File: config.mk
export PLATFORM = sky130hd
export DESIGN_NAME = branch_predictor
export DESIGN_NICKNAME = d
export VERILOG_FILES = /design/src/rtl/branch_predictor.sv
export SDC_FILE = /design/constraint.sdc
export NUM_CORES = 1
export LEC_CHECK = 0
export BUFFER_PORTS_ARGS = -buffer_cell sky130_fd_sc_hd__buf_2
export CAP_MARGIN = 20
export CORE_UTILIZATION = 58
export CTS_BUF_LIST = sky130_fd_sc_hd__clkbuf_4 sky130_fd_sc_hd__clkbuf_8
export DETAILED_ROUTE_END_ITERATION = 8
export GPL_ROUTABILITY_DRIVEN = 0
export HOLD_SLACK_MARGIN = 0.06
export PLACE_DENSITY = 0.78
export SLEW_MARGIN = 20
export SYNTH_ARGS = -nofsm -noshare
export SYNTH_HDL_FRONTEND = slang
export SYNTH_SLANG_ARGS = --single-unit
File: constraint.sdc
create_clock -name clk -period 9.9 [get_ports clk]
set_input_delay 2.97 -clock clk [delete_from_list [all_inputs] [get_ports clk]]
set_output_delay 2.97 -clock clk [all_outputs]
set_load 0.005 [all_outputs]
File: src/rtl/branch_predictor.sv
// Branch predictor: direct-mapped BTB with a 2-bit saturating counter per entry.
// Lookup is combinational from the IF PC; EX-stage resolutions train the table and the statistics.
//
// Per-entry counter states:
//   state | meaning
//   SNT   | strongly not-taken
//   WNT   | weakly not-taken (reset value)
//   WT    | weakly taken, predicts taken
//   ST    | strongly taken, predicts taken
module branch_predictor #(
  parameter int IDX_W = 4,
  parameter int CNT_W = 16
) (
  input  logic             clk,
  input  logic             rst,
  input  logic [31:0]      if_pc,
  output logic             pred_taken,
  output logic [31:0]      pred_target,
  input  logic             ex_valid,
  input  logic             ex_is_br,
  input  logic [31:0]      ex_pc,
  input  logic             ex_br,
  input  logic [31:0]      ex_target,
  input  logic             ex_pred_taken,
  input  logic [31:0]      ex_pred_target,
  output logic             mispredict,
  output logic [31:0]      redirect_pc,
  output logic [CNT_W-1:0] br_cnt,
  output logic [CNT_W-1:0] miss_cnt
);

  localparam int ENTRIES = 1 << IDX_W;
  localparam int TAG_W   = 30 - IDX_W;

  typedef enum logic [1:0] {
    SNT = 2'b00,
    WNT = 2'b01,
    WT  = 2'b10,
    ST  = 2'b11
  } ctr_t;

  logic             valid_q  [ENTRIES];
  logic [TAG_W-1:0] tag_q    [ENTRIES];
  logic [31:0]      target_q [ENTRIES];
  ctr_t             ctr_q    [ENTRIES];

  logic [IDX_W-1:0] if_idx;
  logic [IDX_W-1:0] ex_idx;
  logic [TAG_W-1:0] if_tag;
  logic [TAG_W-1:0] ex_tag;
  logic             if_hit;
  logic             ex_hit;
  logic             upd;
  logic             unused_if_pc_lsb;

  assign if_idx = if_pc[IDX_W+1:2];
  assign if_tag = if_pc[31:IDX_W+2];
  assign ex_idx = ex_pc[IDX_W+1:2];
  assign ex_tag = ex_pc[31:IDX_W+2];

  // Instruction PCs are word aligned; the byte offset carries no information.
  assign unused_if_pc_lsb = ^if_pc[1:0];

  // Lookup reads the registered table, so a same-cycle update is seen only next cycle.
  assign if_hit      = valid_q[if_idx] && (tag_q[if_idx] == if_tag);
  assign pred_taken  = !rst && if_hit && (ctr_q[if_idx] == WT || ctr_q[if_idx] == ST);
  assign pred_target = pred_taken ? target_q[if_idx] : 32'd0;

  assign upd    = ex_valid && ex_is_br;
  assign ex_hit = valid_q[ex_idx] && (tag_q[ex_idx] == ex_tag);

  assign mispredict  = upd && ((ex_br != ex_pred_taken) ||
                               (ex_br && (ex_target != ex_pred_target)));
  assign redirect_pc = ex_br ? ex_target : ex_pc + 32'd4;

  always_ff @(posedge clk) begin
    if (rst) begin
      for (int i = 0; i < ENTRIES; i++) begin
        valid_q[i] <= 1'b0;
        ctr_q[i]   <= WNT;
      end
      br_cnt   <= '0;
      miss_cnt <= '0;
    end else begin
      if (upd) begin
        if (br_cnt != '1) br_cnt <= br_cnt + CNT_W'(1);
        if (ex_hit) begin
          if (ex_br) begin
            target_q[ex_idx] <= ex_target;
            case (ctr_q[ex_idx])
              SNT: ctr_q[ex_idx] <= WNT;
              WNT: ctr_q[ex_idx] <= WT;
              WT:  ctr_q[ex_idx] <= ST;
              ST:  ctr_q[ex_idx] <= ST;
            endcase
          end else begin
            case (ctr_q[ex_idx])
              SNT: ctr_q[ex_idx] <= SNT;
              WNT: ctr_q[ex_idx] <= SNT;
              WT:  ctr_q[ex_idx] <= WNT;
              ST:  ctr_q[ex_idx] <= WT;
            endcase
          end
        end else if (ex_br) begin
          // Taken miss claims the slot; a not-taken miss leaves any aliasing entry alone.
          valid_q[ex_idx]  <= 1'b1;
          tag_q[ex_idx]    <= ex_tag;
          target_q[ex_idx] <= ex_target;
          ctr_q[ex_idx]    <= WT;
        end
      end
      if (mispredict && miss_cnt != '1) miss_cnt <= miss_cnt + CNT_W'(1);
    end
  end

endmodule

==> qor.csv <==
metric,value,unit
synth-to-layout area growth,12.77,%
Critical Path End Type,primary output,
mux share of post-synthesis cell area,0.2102,
global route total overflow,0,
Syn Nets,2504,
Synth Area per Inst,18.92,um^2
Synth Area in Adders,0.001678,
max_slew headroom,0.2166,
Max Slew Vio Count,0,
post-synthesis compound-gate area fraction,0.03483,
RR Startpoint,tag_q[15][14]$_DFFE_PP_,
Hold EP,valid_q[0]$_DFF_P_,
status,"finished, final reports clean",
Vias,25830,
largest net degree at the start of global routing,81,
WHS,496.4,ps
Synthesis Warnings,0,
area share of the largest cell type after synthesis,0.6445,
core area,76080,um^2
RSZ-0062 raised after global routing,no,
Reg area,29790,um^2
Max VDD drop,160.5,uV
layout cells sized above 1,0.3508,
CTS Buffer Depth,3,
first-pass GRT wire length,172.1,mm
Die Span X,279.7,um
DRC viols,0,
post-synth top area cell,edfxtp_1,
initial antenna violation count,9,
Vias/cell,6.734,
hold_buf cts,0,
All-Layer GR Usage,0.3092,
Post-synth ARST share,0,
min-delay src,valid_q[0]$_DFF_P_,
Tcrit/Tclk final,0.9626,
CTS H-tree lvls,4,
Starting Density,0.5879,
most frequent cells in the layout,"edfxtp_1, mux4_2, buf_2",
"CP delay by family, top",buffers and inverters,
Hold WC Path Type,reg -> reg,
Synth Instances,2364,
power density cells,177.1,nW/um^2
synth top area cells,"edfxtp_1, mux4_2, dfxtp_1",
CTS root buf,clkbuf_8,
input/output buffers,229,
Final Hold Viols,0,
Ports,232,
Worst Path Arrival,6560,ps
DR iter-0 viols,3277,
"flops & latches, synth",1008,
routed wire length,119.1,mm
dpl hpwl,71.14,mm
post-route minimum period,9530,ps
worst reg2reg path endpoint,tag_q[6][18]$_DFFE_PP_,
CP max stage delay,650,ps
Max Clock Freq,104.9,MHz
main combinational cell family by area after synthesis,multiplexers,
row cnt,101,
CTS tree,yes,
Worst R2R Setup Slack,5630,ps
"Distinct cells, synth",70,
CP max FO,33,
Crit path top cell by count,buf_12,
Design Power,0.008934,W
CP Cell Sequence,buf_8 > buf_12 > buf_12 > mux4_2 > a211oi_1 > a21oi_1 > xor2_1 > nor4_1 > nand4_1 > buf_4 > nor2b_1 > buf_2,
average wire per cell in the routed design,31.04,um
Synth Area in XOR/XNOR,0.02291,
Routed Antenna Nets,0,
Post-Route Setup TNS,0,ps
data required time of the worst path,6930,ps
main flop type after synthesis,edfxtp_1,
Die H,279.7,um
CTS Sinks,1008,
clock buffer count from CTS,158,
DIE AREA,78230,um^2
final setup fails,0,
synthesized cell area,44730,um^2
Hold Crit Depth,1,
multi-input logic area,14210,um^2
"Seq/Total Area, Yosys",0.6660,
vias in the first global route,26330,
"commonest non-fill, non-tap cell in the layout",edfxtp_1,
WP buf/inv,5,
"worst slack, placed",467.7,ps
final worst setup slack,370.1,ps
Tightest Pin Transition,1175,ps
Layout Skew,31.70,ps
R2R cell count,10,
worst skew pair latency,830,ps
simple-gate share of the synthesized area,0.04490,
Worst path slowest cell,nor4_1,
Layout Nets,2817,
WS Path Type,in -> out,
leak pwr,16.78,nW
Startpoint Class,input pin,
clock-pin slew on the worst setup and hold paths,60,ps
max-cap check violation count,0,
drt pass-1 iters,5,
buffer count from post-CTS setup fixing,0,
"EDFF count, synth",960,
post-CTS sizing,0,
Fill cells,4957,
==> final cells by class <==
cell class | count | area share
diodes | 3 | 0.0001488
repair buffers | 309 | 0.03716
well taps | 1030 | 0.02555
clock buffers | 192 | 0.04817
multi-input cells | 1183 | 0.2817
clock inverters | 93 | 0.01543
inverters | 17 | 0.001265
flip-flops and latches | 1008 | 0.5906
==> worst reg2reg max path, stage by stage (launching register included) <==
cell and delay (ps):
edfxtp_1 390, mux4_2 480, a22o_1 260, a221oi_2 210, xor2_1 210, nand3_1 310
nor4_1 520, and4_1 510, nor2_1 70, buf_4 230, and3_2 650
==> through the flow <==
stage / util / area [um^2] / instances
6_report: 0.6630 / 50440 / 3835
5_1_grt: 0.6630 / 50440 / 3835
4_1_cts: 0.6629 / 50430 / 3832
3_5_place_dp: 0.6207 / 47220 / 3547
3_3_place_gp: 0.6207 / 47220 / 3547
2_1_floorplan: - / 44730 / 2364
==> per-layer routing <==
layer / share of wire / track usage / vias to the layer above
met4: 0.040 / 0.1370 / 8
met1: 0.36 / 0.4122 / 13200
met2: 0.48 / 0.4815 / 1805
met5: 0.00042 / 0 / -
met3: 0.12 / 0.08524 / 310
li1: - / - / 10500
==> kinds of logic (layout without fill, tap and decap cells) <==
group	Yosys count	in the layout
other	0	3
flip-flops	1008	1008
XOR/XNOR	117	117
adder cells (fa/ha/maj)	6	6
AND/OR/NAND/NOR	375	375
buffers and inverters	173	611
AO/OA/AOI/OAI	211	211
multiplexers	474	474
==> worst max-delay path by stage <==
stage	endpoint	slack [ps]	cells after the start	start
after floorplan	pred_target[14]	1130	9	if_pc[2]
after global placement	pred_target[5]	570	12	if_pc[2]
after detailed placement	pred_target[4]	470	12	if_pc[2]
after CTS	pred_target[28]	450	12	if_pc[2]
after global routing	pred_target[5]	260	12	if_pc[2]
final	pred_target[28]	370	12	if_pc[2]
==> registers in the layout, indices dropped and copies added, names as in the netlist <==
register / cells
target_q: 512
tag_q: 416
ctr_q: 32
br_cnt: 16
miss_cnt: 16
valid_q: 16
==> cells in the mapped netlist, types with 19 or more instances <==
cell type,number
nand3_1,40
xor2_1,63
nand4_1,19
edfxtp_1,960
nand2_1,85
o21ai_0,46
xnor2_1,54
and3_1,28
a21o_1,19
mux4_2,371
a22oi_1,34
nor2_1,58
nor2b_1,41
clkbuf_1,85
o211ai_1,23
nor3_1,20
dfxtp_1,48
buf_2,39
mux2i_1,91
==> power by group <==
part / internal [W] / switching [W] / leakage (nW)
clock: 0.00187 / 0.00170 / 1.68
sequential: 0.00469 / 0.00000947 / 9.06
combinational: 0.000274 / 0.000385 / 6.05
(Power assumes the default switching activity.)
